`src/rtl/unit_spawn_scheduler.sv`:
```
// unit_spawn_scheduler: central controller for the friendly unit slots.
// Places purchases on the lowest free slot, charges gold, generates the
// game-tick strobes and reports the friendly front line.
//
// Handshake: purchaseBtn is a single-cycle request sampled only in IDLE.
// A request is answered by either one purchase strobe or one reject pulse,
// and busy stays high until the scheduler can accept the next request.
// There is no queuing, so requests made while busy are dropped.
module unit_spawn_scheduler #(
  parameter int NUM_UNITS   = 4,
  parameter int TICK_PERIOD = 1000000,
  parameter int COST1       = 10,
  parameter int COST2       = 20,
  parameter int COST3       = 40,
  parameter int INCOME      = 1,
  parameter int GOLD_MAX    = 999,
  parameter int START_GOLD  = 50,
  parameter int COOLDOWN    = 8
) (
  input  logic                   clk,
  input  logic                   reset,
  input  logic                   purchaseBtn,
  input  logic                   SW1,
  input  logic                   SW2,
  input  logic                   SW3,
  input  logic [2*NUM_UNITS-1:0] unitTypes,
  input  logic [9*NUM_UNITS-1:0] positions,
  output logic [NUM_UNITS-1:0]   purchase,
  output logic [2:0]             typeSel,
  output logic                   moveSCEN,
  output logic                   damageSCEN,
  output logic [9:0]             gold,
  output logic [8:0]             friendlyFront,
  output logic                   reject,
  output logic                   busy
);

  localparam int CNT_W  = $clog2(TICK_PERIOD);
  localparam int COOL_W = $clog2(COOLDOWN + 1);
  localparam logic [CNT_W-1:0]  CNT_LAST = CNT_W'(TICK_PERIOD - 1);
  localparam logic [COOL_W-1:0] COOL_END = COOL_W'(COOLDOWN);

  typedef enum logic [1:0] {
    IDLE  = 2'd0,
    CHECK = 2'd1,
    GRANT = 2'd2,
    COOL  = 2'd3
  } state_t;

  state_t                 state_q, state_d;
  logic [CNT_W-1:0]       cnt_q, cnt_d;
  logic                   move_q, move_d;
  logic                   damage_q, damage_d;
  logic [9:0]             gold_q, gold_d;
  logic [2:0]             type_sel_q, type_sel_d;
  logic [NUM_UNITS-1:0]   purchase_q, purchase_d;
  logic                   reject_q, reject_d;
  logic                   busy_q, busy_d;
  logic [11:0]            cost_q, cost_d;
  logic [COOL_W-1:0]      cool_q, cool_d;
  logic [8:0]             front_q, front_d;

  logic [NUM_UNITS-1:0]   free_onehot;
  logic                   free_found;
  logic [11:0]            sel_cost;
  logic [11:0]            gold_sum;
  logic [2:0]             sw_now;

  assign sw_now = {SW1, SW2, SW3};

  // Free-running tick counter; moveSCEN follows the last count, damageSCEN follows moveSCEN.
  always_comb begin
    cnt_d    = (cnt_q == CNT_LAST) ? '0 : cnt_q + 1'b1;
    move_d   = (cnt_q == CNT_LAST);
    damage_d = move_q;
  end

  // Lowest-indexed free slot, taken straight from the live unitTypes bus.
  always_comb begin
    free_onehot = '0;
    free_found  = 1'b0;
    for (int i = NUM_UNITS - 1; i >= 0; i--) begin
      if (unitTypes[2*i +: 2] == 2'b00) begin
        free_onehot    = '0;
        free_onehot[i] = 1'b1;
        free_found     = 1'b1;
      end
    end
  end

  // Price of the latched unit type.
  always_comb begin
    sel_cost = 12'd0;
    case (type_sel_q)
      3'b100:  sel_cost = 12'(COST1);
      3'b010:  sel_cost = 12'(COST2);
      3'b001:  sel_cost = 12'(COST3);
      default: sel_cost = 12'd0;
    endcase
  end

  // Gold: charge on GRANT, add income on the moveSCEN cycle, saturate at GOLD_MAX.
  // Subtracting first is safe because CHECK already guaranteed gold >= cost.
  always_comb begin
    gold_sum = {2'b00, gold_q};
    if (state_q == GRANT) gold_sum = gold_sum - cost_q;
    if (move_q)           gold_sum = gold_sum + 12'(INCOME);
    gold_d = (gold_sum > 12'(GOLD_MAX)) ? 10'(GOLD_MAX) : gold_sum[9:0];
  end

  // Purchase FSM: next state and registered outputs.
  // COOL runs its counter 0..COOLDOWN, giving COOLDOWN lockout cycles plus the exit cycle.
  always_comb begin
    state_d    = state_q;
    type_sel_d = type_sel_q;
    purchase_d = '0;
    reject_d   = 1'b0;
    cost_d     = cost_q;
    cool_d     = cool_q;
    case (state_q)
      IDLE: begin
        if (purchaseBtn) begin
          type_sel_d = sw_now;
          case (sw_now)
            3'b100, 3'b010, 3'b001: state_d  = CHECK;
            default:                reject_d = 1'b1;
          endcase
        end
      end
      CHECK: begin
        if (!free_found || ({2'b00, gold_q} < sel_cost)) begin
          reject_d = 1'b1;
          state_d  = IDLE;
        end else begin
          purchase_d = free_onehot;
          cost_d     = sel_cost;
          state_d    = GRANT;
        end
      end
      GRANT: begin
        cool_d  = '0;
        state_d = COOL;
      end
      COOL: begin
        if (cool_q == COOL_END) state_d = IDLE;
        else                    cool_d  = cool_q + 1'b1;
      end
      default: state_d = IDLE;
    endcase
    busy_d = (state_d != IDLE);
  end

  // Friendly front: minimum position over alive slots, all-ones when none alive.
  always_comb begin
    front_d = 9'h1FF;
    for (int i = 0; i < NUM_UNITS; i++) begin
      if (unitTypes[2*i +: 2] != 2'b00 && positions[9*i +: 9] < front_d) begin
        front_d = positions[9*i +: 9];
      end
    end
  end

  // State and output registers; reset aborts any grant in flight.
  always_ff @(posedge clk or negedge reset) begin
    if (!reset) begin
      state_q    <= IDLE;
      cnt_q      <= '0;
      move_q     <= 1'b0;
      damage_q   <= 1'b0;
      gold_q     <= 10'(START_GOLD);
      type_sel_q <= 3'b000;
      purchase_q <= '0;
      reject_q   <= 1'b0;
      busy_q     <= 1'b0;
      cost_q     <= '0;
      cool_q     <= '0;
      front_q    <= 9'h1FF;
    end else begin
      state_q    <= state_d;
      cnt_q      <= cnt_d;
      move_q     <= move_d;
      damage_q   <= damage_d;
      gold_q     <= gold_d;
      type_sel_q <= type_sel_d;
      purchase_q <= purchase_d;
      reject_q   <= reject_d;
      busy_q     <= busy_d;
      cost_q     <= cost_d;
      cool_q     <= cool_d;
      front_q    <= front_d;
    end
  end

  assign purchase      = purchase_q;
  assign typeSel       = type_sel_q;
  assign moveSCEN      = move_q;
  assign damageSCEN    = damage_q;
  assign gold          = gold_q;
  assign friendlyFront = front_q;
  assign reject        = reject_q;
  assign busy          = busy_q;

endmodule

```
`config.mk`:
```
export PLATFORM = sky130hd
export DESIGN_NAME = unit_spawn_scheduler
export DESIGN_NICKNAME = d
export VERILOG_FILES = /design/src/rtl/unit_spawn_scheduler.sv
export SDC_FILE = /design/constraint.sdc
export NUM_CORES = 1
export LEC_CHECK = 0
export CAP_MARGIN = 20
export CORE_ASPECT_RATIO = 1.1
export CORE_MARGIN = 8
export CORE_UTILIZATION = 48
export CTS_CLUSTER_DIAMETER = 40
export CTS_CLUSTER_SIZE = 24
export DETAILED_ROUTE_END_ITERATION = 10
export PLACE_DENSITY = 0.77
export SETUP_SLACK_MARGIN = 0.4
export SYNTH_ARGS = -nofsm -noshare
export SYNTH_HDL_FRONTEND = slang
export SYNTH_SLANG_ARGS = --single-unit
export TNS_END_PERCENT = 100
```
`constraint.sdc`:
```
create_clock -name clk -period 3.05 [get_ports clk]
set_input_delay 0.7625 -clock clk [delete_from_list [all_inputs] [get_ports clk]]
set_output_delay 0.7625 -clock clk [all_outputs]
set_load 0.05 [all_outputs]
```
==> flow_metrics.env <==
export IMPL_synth_edff_count=0
export IMPL_max_freq_ghz=0.1714
export IMPL_cp_arrival_ns=6.09
export IMPL_skew_ns=0.01447
export IMPL_maxCapViolCount=0
export IMPL_initial_core_util=0.4943
export IMPL_io_pins=80
export IMPL_syn_avg_cell_area_um2=9.115
export IMPL_dr_pass1_iters=5
export IMPL_ys_flop_type="dfrtp_1"
export IMPL_ir_drop_mv=0.4313
export IMPL_layout_drive_gt1_share=0.3709
export IMPL_core_area_um2=8408
export IMPL_die_w_um=104.7
export IMPL_wl_per_cell_um=17.00
export IMPL_routed_via_density=5.538
export IMPL_synth_area_top_cells="dfrtp_1, ha_1, dfstp_2"
export IMPL_insertion_delay_ns=0.34
export IMPL_crit_required_ns=3.30
export IMPL_num_vias=4303
export IMPL_h_tree_depth=3
export IMPL_clockPowerShare=0.131
export IMPL_tightest_slew_ns=0.7394
export IMPL_globalplace_congestion=0.9790
export IMPL_ant_nets=0
export IMPL_intPower_w=0.002670
export IMPL_synth_compound_area_frac=0.1526
export IMPL_drtIter0Drc=224
export IMPL_fill_cells=538
export IMPL_muxShareOfSynthArea=0.07676
export IMPL_io_buffers=79
export IMPL_dp_slack_ns=-3.492
export IMPL_antenna_found_initial=0
export IMPL_dp_hpwl_um=8810
export IMPL_power_per_cell_area_nw_per_um2=741.8
export IMPL_area_growth_pct=59.69
export IMPL_p_comb_frac=0.627
export IMPL_netlist_area_um2=4156
export IMPL_hold_path_class="primary input to async pin"
export IMPL_max_stage_delay_ns=0.34
export IMPL_path_class="primary input to flip-flop"
export IMPL_drc_errors=0
export IMPL_setup_viol=10
export IMPL_fp_row_count=35
export IMPL_clock_path_buffers=2
export IMPL_netSwitchingPower_w=0.002254
export IMPL_outcome="complete, but fails checks"
export IMPL_cts_num_sinks=60
export IMPL_synth_top_family_by_area="simple AND/OR/NAND/NOR gates"
export IMPL_start_kind="primary input"
export IMPL_worstSetupEndpointType="flip-flop"
export IMPL_slew_headroom=0.5052
export IMPL_wl_um=13210
export IMPL_synth_xor_area_frac=0.05057
export IMPL_dp_cells=721
export IMPL_async_flop_share=1.000
export IMPL_synth_top_cell_by_area="dfrtp_1"
export IMPL_grt_max_degree=61
export IMPL_diodes=0
export IMPL_leakage_nw=3.049
export IMPL_mostFrequentLayoutCells="buf_4, clkdlybuf4s50_1, nor2_1"
export IMPL_grt_overflow=0
export IMPL_grt_util_all_layers=0.1992
export IMPL_critPathMaxFanout=8
export IMPL_setup_tns_final_ns=-24.17
export IMPL_dieArea_um2=11900
export IMPL_period_share=1.912
export IMPL_layoutNonFillerInstCount=777
export IMPL_numCtsBuffers=9
export IMPL_rsz0062_at_grt="true"
export IMPL_final_common_cell="buf_4"
export IMPL_cp_common_cell="a21o_1"
export IMPL_finalHoldViolCount=0
export IMPL_synth_top_area_frac=0.2890
export IMPL_synthesis_instances=456
export IMPL_switching_share=0.4578
export IMPL_period_needed_ns=5.833
export IMPL_syn_nets=541
export IMPL_synth_cell_types=67
export IMPL_fin_ws_ns=-2.783
export IMPL_yosysWarnings=0
export IMPL_cts_tree="built"
export IMPL_synth_fa_ha_area_frac=0.1072
export IMPL_drv_slew=0
export IMPL_yosysSeqAreaShare=0.3648
export IMPL_grt_pass1_vias=4256
export IMPL_root_buffer="clkbuf_8"
export IMPL_die_height_um=113.6
export IMPL_synth_simple_gate_area_frac=0.2068
export IMPL_ys_ff_latch=60
export IMPL_cp_slowest_cell="a211oi_2"
export IMPL_violations="setup timing"
export IMPL_clkTransAtPathRegs_ns=0.07
export IMPL_power_frac_seq=0.242
export IMPL_nNetsFinal=746
export IMPL_grt_pass1_wl_um=19690
[cell usage after synthesis, types with 4 or more instances]
cell type,number
nand3_1,19
nor3_1,6
nor2b_1,5
ha_1,34
nand4_1,7
and3_1,7
inv_1,32
mux2i_1,26
nand2_1,44
o21ai_0,22
clkbuf_1,4
nor2_1,55
a21o_1,7
nor4_1,4
nand2b_1,4
nor4b_1,4
xor2_1,12
xnor2_1,12
a21oi_1,20
dfstp_2,12
dfrtp_1,48
o21a_1,8
mux2_2,4
[kinds of logic after synthesis]
logic type	Yosys count
adders and majority gates	35
xor gates and xnor gates	24
muxes	31
and+or+nand+nor	175
AOI/OAI and AO/OA	90
DFF	60
buffers and inverters	41
[registers in the layout, indices dropped and copies added (netlist names)]
| name | count |
|---|---|
| purchase | 4 |
| cnt_q | 20 |
| typeSel | 3 |
| reject | 1 |
| cost_q | 4 |
| cool_q | 4 |
| state_q | 2 |
| gold | 10 |
| friendlyFront | 9 |
| moveSCEN | 1 |
| damageSCEN | 1 |
| busy | 1 |
[power groups by stage]
stage / logic (W) / clock network, W / registers, W
floorplan: 0.00122 / 0 / 0.00162
global placement: 0.00247 / 0 / 0.00119
detailed placement: 0.00254 / 0 / 0.00120
CTS: 0.00279 / 0.000657 / 0.00118
global route: 0.00330 / 0.000694 / 0.00122
finish: 0.00309 / 0.000643 / 0.00119
[path summary, 6_finish.rpt]
| kind | slack [ns] | depth (start not counted) | endpoint | from |
|---|---|---|---|---|
| max reg2reg | -0.02 | 13 | gold[8] | gold[1] |
| max | -2.78 | 31 | friendlyFront[7] | positions[0] |
| max in group asynchronous | 2.31 | 2 | friendlyFront[1] | reset |
| min | 0.41 | 2 | cost_q[5] | reset |
| min in group clk | 0.49 | 1 | cnt_q[0] | cnt_q[0] |
| min reg2reg | 0.49 | 1 | cnt_q[0] | cnt_q[0] |
[what timing repair did]
item                                    4_1_cts  5_1_grt
gates cloned                                  0        1
buffers inserted                             27       12
pin swaps                                    37       38
endpoints found under the setup margin       19       20
hold buffers                                  0        0
gates resized for setup                      81       46
[per-layer routing]
| layer | part of all wire | vias to the layer above | routed length [um] | global-route usage |
|---|---|---|---|---|
| met4 | 0.041 | 0 | 535 | 0.09333 |
| met3 | 0.069 | 45 | 906 | 0.04738 |
| met1 | 0.40 | 2052 | 5277 | 0.2328 |
| met5 | 0 | - | 0 | 0 |
| li1 | - | 2022 | - | - |
| met2 | 0.49 | 184 | 6489 | 0.3377 |
[critical path, delay by kind of cell]
| family | cells | cell delay [ns] |
|---|---|---|
| buffers and inverters | 5 | 0.66 |
| adder cells (fa/ha/maj) | 3 | 0.75 |
| AO/OA/AOI/OAI | 14 | 2.58 |
| multiplexers | 2 | 0.40 |
| AND/OR/NAND/NOR | 7 | 0.91 |
[final cells by class]
type | instances | area (um2) | area share
clock buffer | 9 | 123.9 | 0.01866
clock inverter | 7 | 51.30 | 0.007729
inverter | 32 | 120.1 | 0.01810
multi-input combinational | 355 | 2895 | 0.4362
sequential | 60 | 1519 | 0.2288
tap | 111 | 138.9 | 0.02092
timing repair buffer | 203 | 1789 | 0.2696
[per-stage QoR]
| stage | total power, W | utilization | instance area, um2 | hold WS [ns] |
|---|---|---|---|---|
| 6_report | 0.004923 | 0.7894 | 6638 | 0.4115 |
| 2_1_floorplan | 0.002833 | - | 4219 | 0.4546 |
| 3_3_place_gp | 0.003657 | 0.6827 | 5741 | 0.4729 |
| 5_1_grt | 0.005217 | 0.7894 | 6638 | 0.4361 |
| 3_5_place_dp | 0.003740 | 0.6827 | 5741 | 0.4805 |
| 4_1_cts | 0.004635 | 0.7449 | 6264 | 0.4314 |
Power figures use the tool's default switching activity.
